$ cat config.mk
export PLATFORM = sky130hd
export DESIGN_NAME = fifo_wr_arbiter
export DESIGN_NICKNAME = d
export VERILOG_FILES = /design/src/rtl/fifo_arb_pkg.sv /design/src/rtl/rr_pick.sv /design/src/rtl/fifo_wr_arbiter.sv
export SDC_FILE = /design/constraint.sdc
export NUM_CORES = 1
export LEC_CHECK = 0
export CAP_MARGIN = 20
export CORE_MARGIN = 4
export CORE_UTILIZATION = 65
export DETAILED_ROUTE_END_ITERATION = 16
export DONT_BUFFER_PORTS = 1
export PLACE_DENSITY = 0.92
export SLEW_MARGIN = 20
export SYNTH_ARGS = -nofsm -noshare
export SYNTH_HDL_FRONTEND = slang
export SYNTH_HIERARCHICAL = 1
export SYNTH_SLANG_ARGS = --single-unit
$ cat constraint.sdc
create_clock -name clk_i -period 3.6 [get_ports clk_i]
set_input_delay 0.18 -clock clk_i [delete_from_list [all_inputs] [get_ports clk_i]]
set_output_delay 0.18 -clock clk_i [all_outputs]
set_load 0.02 [all_outputs]
$ cat src/rtl/fifo_arb_pkg.sv
// Shared definitions for the FIFO write arbiter.
//   state_e : arbiter FSM encodings (IDLE / ISSUE / COMMIT)
//   CNT_W   : width of the committed-write counter
package fifo_arb_pkg;

  localparam int CNT_W = 16;

  typedef enum logic [1:0] {
    IDLE   = 2'd0,
    ISSUE  = 2'd1,
    COMMIT = 2'd2
  } state_e;

endpackage : fifo_arb_pkg

$ cat src/rtl/rr_pick.sv
// Round-robin winner search.
// Scans the request vector starting at the priority pointer and ascending
// with wrap-around; reports whether any request exists and the index of the
// first one found.
//   req_i   : request vector, one bit per requester
//   ptr_i   : index where the search starts
//   valid_o : at least one request is set
//   idx_o   : index of the winning requester (0 when valid_o is low)
module rr_pick #(
  parameter int N_REQ = 4,
  parameter int IDW   = $clog2(N_REQ)
) (
  input  logic [N_REQ-1:0] req_i,
  input  logic [IDW-1:0]   ptr_i,
  output logic             valid_o,
  output logic [IDW-1:0]   idx_o
);

  logic [IDW-1:0] cand;

  // Walk offsets from farthest to nearest so the closest request to the
  // pointer is the last assignment and therefore wins.
  always_comb begin
    valid_o = 1'b0;
    idx_o   = '0;
    cand    = '0;
    for (int i = N_REQ - 1; i >= 0; i--) begin
      cand = IDW'((int'(ptr_i) + i) % N_REQ);
      if (req_i[cand]) begin
        valid_o = 1'b1;
        idx_o   = cand;
      end
    end
  end

endmodule : rr_pick

$ cat src/rtl/fifo_wr_arbiter.sv
// Round-robin write arbiter in front of a synchronous FIFO.
// The FIFO registers w_en and samples data_in one edge later, so every
// accepted word is presented for two cycles: ISSUE (w_en=1) then COMMIT
// (w_en=0, data held). The FIFO full flag is re-examined in COMMIT to decide
// whether the word landed (count it) or was lost (pulse drop_o).
//   clk_i, resetn_i : clock, asynchronous active-low reset
//   req_valid_i     : per-requester write request
//   req_data_i      : requester k data in [k*DATA_WIDTH +: DATA_WIDTH]
//   req_ready_o     : one-hot accept pulse (handshake with req_valid_i)
//   fifo_w_en_o     : FIFO write enable
//   fifo_data_o     : FIFO data_in, holds the last captured word
//   fifo_full_i     : FIFO full flag
//   grant_id_o      : index of the requester being served
//   busy_o          : high in ISSUE or COMMIT
//   drop_o          : one-cycle pulse when a write is lost to full
//   wr_count_o      : committed-write counter, wraps
module fifo_wr_arbiter
  import fifo_arb_pkg::*;
#(
  parameter int N_REQ      = 4,
  parameter int DATA_WIDTH = 32
) (
  input  logic                        clk_i,
  input  logic                        resetn_i,
  input  logic [N_REQ-1:0]            req_valid_i,
  input  logic [N_REQ*DATA_WIDTH-1:0] req_data_i,
  output logic [N_REQ-1:0]            req_ready_o,
  output logic                        fifo_w_en_o,
  output logic [DATA_WIDTH-1:0]       fifo_data_o,
  input  logic                        fifo_full_i,
  output logic [$clog2(N_REQ)-1:0]    grant_id_o,
  output logic                        busy_o,
  output logic                        drop_o,
  output logic [CNT_W-1:0]            wr_count_o
);

  localparam int IDW = $clog2(N_REQ);

  state_e                state_q, state_d;
  logic [IDW-1:0]        ptr_q, ptr_d;
  logic [IDW-1:0]        grant_q, grant_d;
  logic [DATA_WIDTH-1:0] data_q, data_d;
  logic [CNT_W-1:0]      cnt_q, cnt_d;

  logic                  pick_valid;
  logic [IDW-1:0]        pick_idx;

  rr_pick #(
    .N_REQ (N_REQ),
    .IDW   (IDW)
  ) u_rr_pick (
    .req_i   (req_valid_i),
    .ptr_i   (ptr_q),
    .valid_o (pick_valid),
    .idx_o   (pick_idx)
  );

  always_ff @(posedge clk_i or negedge resetn_i) begin
    if (!resetn_i) begin
      state_q <= IDLE;
      ptr_q   <= '0;
      grant_q <= '0;
      data_q  <= '0;
      cnt_q   <= '0;
    end else begin
      state_q <= state_d;
      ptr_q   <= ptr_d;
      grant_q <= grant_d;
      data_q  <= data_d;
      cnt_q   <= cnt_d;
    end
  end

  always_comb begin
    state_d     = state_q;
    ptr_d       = ptr_q;
    grant_d     = grant_q;
    data_d      = data_q;
    cnt_d       = cnt_q;
    req_ready_o = '0;
    fifo_w_en_o = 1'b0;
    drop_o      = 1'b0;

    unique case (state_q)
      IDLE: begin
        // Never accept while full: the word would have nowhere to go.
        if (pick_valid && !fifo_full_i) begin
          req_ready_o = N_REQ'(1) << pick_idx;
          grant_d     = pick_idx;
          ptr_d       = (pick_idx == IDW'(N_REQ - 1)) ? '0 : pick_idx + 1'b1;
          for (int k = 0; k < N_REQ; k++) begin
            if (pick_idx == IDW'(k)) begin
              data_d = req_data_i[k*DATA_WIDTH +: DATA_WIDTH];
            end
          end
          state_d = ISSUE;
        end
      end

      ISSUE: begin
        fifo_w_en_o = 1'b1;
        state_d     = COMMIT;
      end

      COMMIT: begin
        // The FIFO samples data on this edge; full here means the word is lost.
        if (!fifo_full_i) begin
          cnt_d = cnt_q + CNT_W'(1);
        end else begin
          drop_o = 1'b1;
        end
        state_d = IDLE;
      end

      default: begin
        state_d = IDLE;
      end
    endcase
  end

  assign fifo_data_o = data_q;
  assign grant_id_o  = grant_q;
  assign wr_count_o  = cnt_q;
  assign busy_o      = (state_q != IDLE);

endmodule : fifo_wr_arbiter
==> metrics.log, run 1 <==
INFO  metric run_status = finished, final reports clean
INFO  metric detailedRoute.firstIterationViolations = 110
INFO  metric final.fill_count = 394
INFO  metric synth_cells = 378
INFO  metric mappedNetlistArea = 3280 um2
INFO  metric postSynthAreaPerCell = 8.69 um2
INFO  metric fmaxAchievable = 383 MHz
INFO  metric vias_in_the_first_global_route = 2,634
INFO  metric synth_sequential_area_ratio = 41.1%
INFO  metric postRouteWirelength = 8340 um
INFO  metric cts_hold_repair.buffers = 3
INFO  metric netSwitchingFraction = 46.6%
INFO  metric portBuffers = 0
INFO  metric layout.core_utilization = 71.0%
INFO  metric grt_start_max_net_pins = 67
INFO  metric p_clk_share = 13.2%
INFO  metric pin_count = 192
INFO  metric clock_path_buffers = 2
INFO  metric grt_overflow_total = 0
INFO  metric worstPathArrival = 2.78 ns
INFO  metric initial_core_util = 68.2%
INFO  metric timing.setup.critical_path_class = reg2reg
INFO  metric setup_viol_count_final = 0
INFO  metric yosys.area.top_type = sky130_fd_sc_hd__dfrtp_1
INFO  metric dominant_register_cell_in_the_synthesized_netlist = sky130_fd_sc_hd__dfrtp_1
INFO  metric critPathSlowestCell = sky130_fd_sc_hd__o41a_2
INFO  metric cts_buf_count = 5
INFO  metric cts-htree-levels = 2
INFO  metric detailedRoute.firstPassIterationCount = 4
INFO  metric path_max_fanout = 26
INFO  metric critical_path.max_stage_delay = 0.68 ns
INFO  metric cap_viol_max_count = 0
INFO  metric final_layout_size_suffix_gt1_share = 15.8%
INFO  metric grt_use_total = 26.4%
INFO  metric die_area = 6250 um2
INFO  metric place_congestion = 0.773
INFO  metric max-slew-margin-rel = 57.8%
INFO  metric synth-seq-cells = 54
INFO  metric tritoncts = done
INFO  metric rsz_0062_raised_after_global_routing = no
INFO  metric die_height = 79.1 um
INFO  metric design.core.area = 4820 um2
INFO  metric cts_root_buffer = sky130_fd_sc_hd__clkbuf_8
INFO  metric timing.final.crit_share = 72.4%
INFO  metric tightest_slew = 0.632 ns
INFO  metric timing.final.crit_period = 2.61 ns
INFO  metric average_wire_length_per_cell_after_detail_routing = 19.2 um
INFO  metric die_w = 79.1 um
INFO  metric netlist_top_cells_area = sky130_fd_sc_hd__dfrtp_1 41%, sky130_fd_sc_hd__mux2_2 13%, sky130_fd_sc_hd__a31oi_1 6.1%
INFO  metric place_hpwl = 6280 um
INFO  metric vdd_drop_max = 0.416 mV
INFO  metric multiInputGateArea = 1680 um2
INFO  metric num_rows = 25
INFO  metric p_int = 1.42 mW
INFO  metric fin_skew = 0.0114 ns
INFO  metric timing_max_transition_violations_final = 0
INFO  metric power.density_cell_area = 777 nW/um2
INFO  metric crit_path_end_kind = flip-flop
INFO  metric antenna_found_initial = 0
INFO  metric proportion_of_power_drawn_by_combinational_gates = 38.3%
INFO  metric worst_hold_path_type = in2reg
INFO  metric yosys.area.top_type_share = 41.1%
INFO  metric antenna_violating_nets_post_route = 0
INFO  metric diodes = 0
INFO  metric synth_fp_nets = 518
INFO  metric layout.nets = 506
INFO  metric synth-warning-count = 6
INFO  metric num_vias = 2,670
INFO  metric cts_num_sinks = 54
INFO  metric first_pass_grt_wire_length = 12,900 um
INFO  metric sequentialPowerShare = 48.6%
INFO  metric area_growth_syn_to_layout = 4.15%
INFO  metric cp_data_required_time = 3.77 ns
INFO  metric synth_async_sr_flop_share = 100%
INFO  metric crit_path_cell_trace = mux2i_1 -> a211oi_2 -> inv_1 -> ha_2 -> o41a_2 -> buf_4 -> nor2_1 -> a31oi_1
INFO  metric report.final.hold_viol_count = 0
INFO  metric critPathLaunchType = flip-flop
INFO  metric post-cts-setup-buffers = 0
INFO  metric worstSkewPairLatency = 0.30 ns
INFO  metric clk_pin_slew_worst_paths = 0.10 ns
INFO  metric synth-edff-count = 0
INFO  metric power.switching = 1.24 mW
INFO  metric power.static_leakage = 1.46 nW
INFO  metric synthDistinctLibCells = 31
INFO  metric fin_setup_tns = 0 ns
INFO  metric remaining_drc_errors = 0
INFO  metric detail_route.vias_per_cell = 6.15
INFO  metric seqCellArea = 1350 um2
INFO  metric post_cts_resize_count = 0
-- cells in the mapped netlist (all sizes together) (2+ instances only) --
cell type  instances
dfrtp             54
nand2             40
mux2              37
nor2              37
inv               34
a21oi             33
a31oi             32
o21ai             32
clkbuf            18
xnor2             13
buf                9
and2               6
ha                 5
nand3              4
and3               3
and4               3
nand4              3
a211oi             2
nand2b             2
nor2b              2
nor3b              2
xor2               2
-- per-stage QoR --
| stage | worst slack [ns] | power (mW) | hold WS, ns | std cells | area, um2 |
|---|---|---|---|---|---|
| global placement | 1.13 | 2.24 | -0.114 | 423 | 3280 |
| finish | 0.992 | 2.66 | 0.0212 | 434 | 3420 |
| detailed placement | 1.01 | 2.31 | -0.114 | 423 | 3280 |
| global route | 0.788 | 2.87 | 0.00702 | 434 | 3420 |
| floorplan | 1.26 | 2.09 | -0.116 | 378 | 3280 |
| CTS | 0.984 | 2.67 | 0.0133 | 434 | 3420 |
-- sequential cells by signal, indices dropped and copies added (netlist names) --
signal       flops
ptr_q            2
grant_id_o       2
wr_count_o      16
fifo_data_o     32
state_q          2
-- final timing paths --
check	startpoint	endpoint	slack [ns]	depth (start not counted)
worst max register to register	ptr_q[1]	fifo_data_o[18]	0.99	8
worst min register to register	state_q[1]	state_q[1]	0.57	1
worst min-delay path	req_data_i[121]	fifo_data_o[25]	0.02	2
max in group asynchronous	resetn_i	fifo_data_o[22]	2.95	2
min in group asynchronous	resetn_i	ptr_q[1]	0.42	2
worst max-delay path	ptr_q[1]	fifo_data_o[18]	0.99	8
-- placed cells by master (no fill, tap or decap), types with 2 or more instances in the layout --
| master | instances |
|---|---|
| sky130_fd_sc_hd__a21oi_1 | 33 |
| sky130_fd_sc_hd__a31oi_1 | 32 |
| sky130_fd_sc_hd__and2_1 | 6 |
| sky130_fd_sc_hd__and3_1 | 3 |
| sky130_fd_sc_hd__and4_1 | 3 |
| sky130_fd_sc_hd__buf_4 | 5 |
| sky130_fd_sc_hd__clkbuf_8 | 6 |
| sky130_fd_sc_hd__dfrtp_1 | 54 |
| sky130_fd_sc_hd__dlygate4sd3_1 | 2 |
| sky130_fd_sc_hd__ha_1 | 3 |
| sky130_fd_sc_hd__ha_2 | 2 |
| sky130_fd_sc_hd__inv_1 | 34 |
| sky130_fd_sc_hd__mux2_2 | 37 |
| sky130_fd_sc_hd__nand2_1 | 40 |
| sky130_fd_sc_hd__nand2b_1 | 2 |
| sky130_fd_sc_hd__nand3_1 | 4 |
| sky130_fd_sc_hd__nand4_1 | 3 |
| sky130_fd_sc_hd__nor2_1 | 37 |
| sky130_fd_sc_hd__nor2b_1 | 2 |
| sky130_fd_sc_hd__o21ai_0 | 32 |
| sky130_fd_sc_hd__xnor2_1 | 13 |
| sky130_fd_sc_hd__xor2_1 | 2 |
-- kinds of logic after synthesis --
group	share of synthesized area, %
multiplexers	13.0
buffers and inverters	7.96
adder cells (fa/ha/maj)	1.90
flip-flops	41.1
AO/OA/AOI/OAI	17.0
AND/OR/NAND/NOR	15.0
XOR/XNOR	4.00
-- layer usage --
layer	part of all wire, %	GRT usage [%]	vias up
met2	52	43.7	139
li1	-	-	1262
met5	0	0	-
met3	9.3	9.30	17
met4	2.3	8.42	0
met1	37	32.1	1252
-- power groups by stage --
stage          logic, mW  registers, mW  clock network, mW
2_1_floorplan      0.867           1.22                  0
3_3_place_gp       0.945           1.29                  0
3_5_place_dp        1.00           1.30                  0
4_1_cts             1.02           1.29              0.357
5_1_grt             1.16           1.32              0.384
6_report            1.02           1.29              0.350
-- worst max-delay path: cells and delay by family (launching register included) --
family | cells | cell delay, ns
compound gates | 3 | 1.12
buf+inv | 2 | 0.42
flops | 1 | 0.45
simple gates | 1 | 0.12
fa+ha+maj | 1 | 0.21
mux | 1 | 0.16
-- layout make-up --
cell class | instances | share of cell area (%)
Clock buffer | 6 | 2.41
Clock inverter | 2 | 0.366
Inverter | 34 | 3.73
Multi-Input combinational cell | 263 | 49.0
Sequential cell | 54 | 39.5
Tap cell | 67 | 2.45
Timing Repair Buffer | 8 | 2.49
(Power assumes the default switching activity.)
==> run 2: changes to the inputs <==
- CORE_UTILIZATION: 65 -> 64
- PLACE_DENSITY: 0.92 -> 0.91
- clock period: 3.6 -> 2.65 ns (I/O delays scaled with it)
==> run 2 against run 1 <==
Net effect:
- die area up 1.4%
- critical path depth is 3 lower
- highest routed layer unchanged
- clock skew increased by 0.0017 ns
- non-clock buffer count increased by 34
- clock power grew 92%
- largest power group unchanged
- flip-flop and latch count unchanged
- via count increased by 8.1%
- critical path type is now reg2out
- count of clock-buffer cells in the layout is the same
==> metrics.log, run 2 (synthesized netlist as in run 1, its figures left out) <==
INFO  metric run_status = finished, final reports clean
INFO  metric grt_start_max_net_pins = 67
INFO  metric detailedRoute.firstPassIterationCount = 4
INFO  metric die_area = 6340 um2
INFO  metric critPathSlowestCell = sky130_fd_sc_hd__dfrtp_1
INFO  metric largest_register_ffs = 32
INFO  metric diodes = 0
INFO  metric cts_num_sinks = 54
INFO  metric worstSkewPairLatency = 0.31 ns
INFO  metric sequentialPowerShare = 45.0%
INFO  metric cts_root_buffer = sky130_fd_sc_hd__clkbuf_8
INFO  metric fin_skew = 0.0131 ns
INFO  metric power.density_cell_area = 1030 nW/um2
INFO  metric num_rows = 25
INFO  metric power.static_leakage = 1.63 nW
INFO  metric critPathTopFamily = flip-flops
INFO  metric pin_count = 192
INFO  metric remaining_drc_errors = 0
INFO  metric antenna_found_initial = 0
INFO  metric vdd_drop_max = 0.558 mV
INFO  metric hold_end = state_q[0]
INFO  metric path_max_fanout = 66
INFO  metric fmaxAchievable = 404 MHz
INFO  metric fin_setup_tns = 0 ns
INFO  metric netSwitchingFraction = 44.4%
INFO  metric grt_overflow_total = 0
INFO  metric cts-htree-levels = 2
INFO  metric tightest_slew = 0.452 ns
INFO  metric postRouteWirelength = 9470 um
INFO  metric path_buf_inv = 1
INFO  metric report.final.hold_viol_count = 0
INFO  metric power.switching = 1.74 mW
INFO  metric timing.setup.critical_path_class = reg2out
INFO  metric timing.final.crit_period = 2.47 ns
INFO  metric setup_viol_count_final = 0
INFO  metric rsz_0062_raised_after_global_routing = no
INFO  metric hold_depth = 2
INFO  metric layout_commonest_cell = sky130_fd_sc_hd__dfrtp_1
INFO  metric worstPathArrival = 2.34 ns
INFO  metric clock_path_buffers = 2
INFO  metric final_layout_size_suffix_gt1_share = 15.5%
INFO  metric crit_path_end_kind = primary output
INFO  metric place_congestion = 0.789
INFO  metric initial_core_util = 67.7%
INFO  metric timing.final.crit_share = 93.3%
INFO  metric layout.core_utilization = 78.5%
INFO  metric critical_path.max_stage_delay = 0.45 ns
INFO  metric p_int = 2.18 mW
INFO  metric layout.nets = 540
INFO  metric r2r-end = fifo_data_o[28]
INFO  metric detailedRoute.firstIterationViolations = 149
INFO  metric clk_pin_slew_worst_paths = 0.10 ns
INFO  metric die_height = 79.6 um
INFO  metric setup_slack = 0.176 ns
INFO  metric die_w = 79.6 um
INFO  metric worstRegToRegCells = 9
INFO  metric first_pass_grt_wire_length = 14,500 um
INFO  metric cts_buf_count = 5
INFO  metric cp_data_required_time = 2.52 ns
INFO  metric place_hpwl = 6380 um
INFO  metric tritoncts = done
INFO  metric grt_use_total = 29.3%
INFO  metric vias_in_the_first_global_route = 2,902
INFO  metric average_wire_length_per_cell_after_detail_routing = 20.2 um
INFO  metric proportion_of_power_drawn_by_combinational_gates = 37.8%
INFO  metric timing_max_transition_violations_final = 0
INFO  metric crit_path_cell_trace = mux2i_1 -> a211oi_2 -> ha_2 -> buf_6 -> and2_1
INFO  metric antenna_violating_nets_post_route = 0
INFO  metric detail_route.vias_per_cell = 6.17
INFO  metric crit-reg2reg-launch = ptr_q[0]
INFO  metric cap_viol_max_count = 0
INFO  metric max-slew-margin-rel = 69.8%
INFO  metric area_growth_syn_to_layout = 15.9%
INFO  metric p_clk_share = 17.1%
INFO  metric design.core.area = 4850 um2
INFO  metric min-delay-start = fifo_full_i
INFO  metric worst_hold_path_type = in2reg
INFO  metric worst-r2r-setup-slack = 0.22 ns
INFO  metric most-common-layout-cells = 54 x sky130_fd_sc_hd__dfrtp_1, 40 x sky130_fd_sc_hd__nand2_1, 37 x sky130_fd_sc_hd__mux2_2, 36 x sky130_fd_sc_hd__nor2_1, 34 x sky130_fd_sc_hd__inv_1
INFO  metric num_vias = 2,887
INFO  metric dp_slack = 0.256 ns
INFO  metric portBuffers = 0
INFO  metric critPathLaunchType = flip-flop
-- run 2: cell count changes in the layout (fill, tap and decap cells not counted), sizes merged --
cell	change
buf	+3
bufinv	+2
dlygate4sd3	+31
clkinv	-1
clkinvlp	-1
-- run 2: per-layer routing --
metal / track usage (%) / up-vias / wire length (um)
li1: - / 1327 / -
met1: 34.3 / 1374 / 3450
met2: 51.2 / 161 / 4970
met3: 8.24 / 25 / 830
met4: 9.97 / 0 / 223
met5: 0 / - / 0
-- run 2: layout make-up --
type / count / area, um2
tap: 67 / 83.8
fill: 327 / 1040
timing repair buffer: 42 / 422
clock inverter: 2 / 60.1
sequential: 54 / 1350
inverter: 34 / 128
clock buffer: 6 / 82.6
multi-input combinational: 263 / 1680
-- run 2: worst reg2reg max path, delay by kind of cell, from the launching register on --
family,cells,cell delay [ns]
flops,1,0.45
mux,1,0.38
fa+ha+maj,1,0.20
buf+inv,2,0.36
compound gates,3,0.64
simple gates,2,0.28
-- run 2: power groups by stage --
stage,Combinational [mW],Sequential (mW),Clock (mW)
final,1.48,1.76,0.671
after global routing,1.64,1.80,0.713
after floorplan,1.18,1.66,0
after detailed placement,1.38,1.77,0
after global placement,1.30,1.76,0
after CTS,1.44,1.76,0.673
-- run 2: worst max path at each step --
| stage | startpoint | to | slack (ns) | cells after the start |
|---|---|---|---|---|
| 2_1_floorplan | ptr_q[1] | fifo_data_o[10] | 0.31 | 8 |
| 3_3_place_gp | ptr_q[1] | fifo_data_o[17] | 0.42 | 9 |
| 3_5_place_dp | ptr_q[1] | fifo_data_o[21] | 0.26 | 9 |
| 4_1_cts | ptr_q[1] | req_ready_o[3] | 0.06 | 5 |
| 5_1_grt | ptr_q[1] | req_ready_o[3] | 0.07 | 5 |
| 6_report | ptr_q[1] | req_ready_o[3] | 0.18 | 5 |
-- run 2: through the flow --
step                      power (mW)  cell area (um2)  hold WS, ns  instances
after floorplan                 2.84             3280       -0.163        378
after global placement          3.06             3300       -0.162        426
after detailed placement        3.15             3300       -0.162        426
after CTS                       3.87             3800       0.0425        468
after global routing            4.16             3810       0.0321        468
final                           3.91             3810       0.0415        468
-- run 2: timing repair --
action | in CTS | in global routing
setup endpoints to repair | 0 | 5
setup buffers | 0 | 0
hold buffers | 34 | 0
gates resized for setup | 0 | 2
endpoints found under the hold margin | 86 | 0
==> run 3: changes to the inputs <==
- CORE_UTILIZATION: 64 -> 57
- CTS_CLUSTER_SIZE: default -> 10
- PLACE_DENSITY: 0.91 -> 0.86
- clock period: 2.65 -> 2 ns (I/O delays scaled with it)
==> run 3 against run 2 <==
Net effect:
- the run now ends with setup timing left
- flip-flop and latch count did not move
- critical path depth rose by 3
- combinational power rose by 81%
- count of clock-buffer cells in the layout did not move
- register-to-register slack got worse by 0.44 ns
- sequential power rose by 34%
- sequential share of layout area fell by 3.2 points
- cell area rose by 10%
- final cell count rose by 4.7%
- highest routed layer unchanged
==> metrics.log, run 3 (synthesized netlist as in run 1, its figures left out) <==
INFO  metric timing.final.crit_period = 2.22 ns
INFO  metric num_rows = 27
INFO  metric postRouteWirelength = 9980 um
INFO  metric hold_depth = 2
INFO  metric clk_pin_slew_worst_paths = 0.10 ns
INFO  metric worstPathArrival = 2.41 ns
INFO  metric remaining_drc_errors = 0
INFO  metric cts_root_buffer = sky130_fd_sc_hd__clkbuf_8
INFO  metric detailedRoute.firstIterationViolations = 128
INFO  metric grt_use_total = 25.4%
INFO  metric final.fill_count = 391
INFO  metric worstRegToRegCells = 8
INFO  metric area_growth_syn_to_layout = 27.5%
INFO  metric final_layout_size_suffix_gt1_share = 23.4%
INFO  metric tightest_slew = 0.393 ns
INFO  metric critPathLaunchType = flip-flop
INFO  metric worst-r2r-setup-slack = -0.22 ns
INFO  metric initial_core_util = 59.3%
INFO  metric worst_hold_path_type = in2reg
INFO  metric fmaxAchievable = 450 MHz
INFO  metric place_hpwl = 6120 um
INFO  metric average_wire_length_per_cell_after_detail_routing = 20.4 um
INFO  metric die_height = 83.9 um
INFO  metric run_status = finished with violations
INFO  metric grt_start_max_net_pins = 66
INFO  metric hold_slack = 0.0339 ns
INFO  metric layout_commonest_cell = sky130_fd_sc_hd__dfrtp_1
INFO  metric setup_viol_count_final = 35
INFO  metric r2r-end = fifo_data_o[17]
INFO  metric worstSkewPairLatency = 0.30 ns
INFO  metric design.core.area = 5540 um2
INFO  metric tritoncts = done
INFO  metric grt_overflow_total = 0
INFO  metric setup_slack = -0.223 ns
INFO  metric crit_path_end_kind = flip-flop
INFO  metric crit-reg2reg-launch = ptr_q[1]
INFO  metric report.final.hold_viol_count = 0
INFO  metric failed_checks = setup timing
INFO  metric cts_buf_count = 5
INFO  metric detail_route.vias_per_cell = 6.12
INFO  metric vdd_drop_max = 0.696 mV
INFO  metric place_congestion = 0.855
INFO  metric num_vias = 3,001
INFO  metric first_pass_grt_wire_length = 14,700 um
INFO  metric timing.final.crit_share = 111%
INFO  metric pin_count = 192
INFO  metric timing_max_transition_violations_final = 0
INFO  metric layout.nets = 557
INFO  metric min-delay-start = fifo_full_i
INFO  metric power.density_cell_area = 1350 nW/um2
INFO  metric clock_path_buffers = 2
INFO  metric timing.setup.critical_path_class = reg2reg
INFO  metric max-slew-margin-rel = 73.7%
INFO  metric total_power = 5.65 mW
INFO  metric cp_data_required_time = 2.18 ns
INFO  metric die_w = 83.9 um
INFO  metric power.static_leakage = 1.77 nW
INFO  metric largest_register_ffs = 32
INFO  metric antenna_found_initial = 0
INFO  metric most-common-layout-cells = 53 x sky130_fd_sc_hd__dfrtp_1, 40 x sky130_fd_sc_hd__nand2_1, 37 x sky130_fd_sc_hd__mux2_2, 34 x sky130_fd_sc_hd__inv_1, 33 x sky130_fd_sc_hd__dlygate4sd3_1
INFO  metric portBuffers = 0
INFO  metric cap_viol_max_count = 0
INFO  metric fin_skew = 0.00601 ns
INFO  metric vias_in_the_first_global_route = 3,022
INFO  metric die_area = 7040 um2
INFO  metric detailedRoute.firstPassIterationCount = 4
INFO  metric diodes = 0
INFO  metric cts_num_sinks = 54
INFO  metric cts-htree-levels = 2
INFO  metric rsz_0062_raised_after_global_routing = yes
INFO  metric antenna_violating_nets_post_route = 0
INFO  metric path_max_fanout = 29
INFO  metric hold_end = state_q[0]
## run 3: critical path: stages (launching register included)
cell and delay [ns]:
sky130_fd_sc_hd__dfrtp_2 0.46, sky130_fd_sc_hd__mux2i_1 0.16, sky130_fd_sc_hd__a211oi_2 0.28, sky130_fd_sc_hd__inv_1 0.11
sky130_fd_sc_hd__ha_2 0.21, sky130_fd_sc_hd__o41a_4 0.53, sky130_fd_sc_hd__buf_12 0.19, sky130_fd_sc_hd__nor2_1 0.11
sky130_fd_sc_hd__a31oi_1 0.05
## run 3: final cells by class
cell class	count	area [um2]	area share (%)
clock buffers	6	82.6	1.97
clock inverters	2	12.5	0.299
inverters	34	128	3.05
multi-input cells	263	1770	42.2
flip-flops and latches	54	1350	32.3
well taps	72	90.1	2.15
repair buffers	59	756	18.0
## run 3: what timing repair did
item / 4_1_cts / 5_1_grt
hold endpoints to repair: 86 / 0
pin swaps: 2 / 1
gates cloned: 2 / 4
hold buffers: 34 / 0
endpoints found under the setup margin: 36 / 36
resized for setup: 30 / 9
buffers inserted: 3 / 3
## run 3: worst max-delay path by stage
stage	start	endpoint	slack, ns	cells after the start
floorplan	ptr_q[1]	fifo_data_o[30]	-0.14	11
global placement	ptr_q[1]	fifo_data_o[28]	-0.15	9
detailed placement	ptr_q[1]	fifo_data_o[25]	-0.27	9
CTS	ptr_q[1]	fifo_data_o[31]	-0.17	8
global route	ptr_q[1]	fifo_data_o[3]	-0.34	8
finish	ptr_q[1]	fifo_data_o[17]	-0.22	8
## run 3: stage by stage
stage | utilization, % | TNS, ns | cell area, um2 | instances | setup WS, ns
2_1_floorplan | - | -4.48 | 3320 | 378 | -0.142
5_1_grt | 75.6 | -10.21 | 4190 | 490 | -0.344
4_1_cts | 72.9 | -5.15 | 4040 | 483 | -0.169
6_report | 75.6 | -6.00 | 4190 | 490 | -0.223
3_5_place_dp | 61.9 | -7.97 | 3430 | 436 | -0.269
3_3_place_gp | 61.9 | -4.61 | 3430 | 436 | -0.153
## run 3: layer usage
layer / vias to the layer above / track usage (%) / wire length (um)
met5: - / 0 / 0
met4: 0 / 7.46 / 199
met3: 22 / 7.50 / 892
met2: 183 / 45.8 / 5230
met1: 1432 / 29.0 / 3670
li1: 1364 / - / -
## run 3: where the power goes
part           internal, mW  switching [mW]  total [mW]
clock                 0.279           0.348       0.627
sequential             1.49           0.858        2.35
combinational          1.37            1.30        2.68
total                  3.14            2.51        5.65
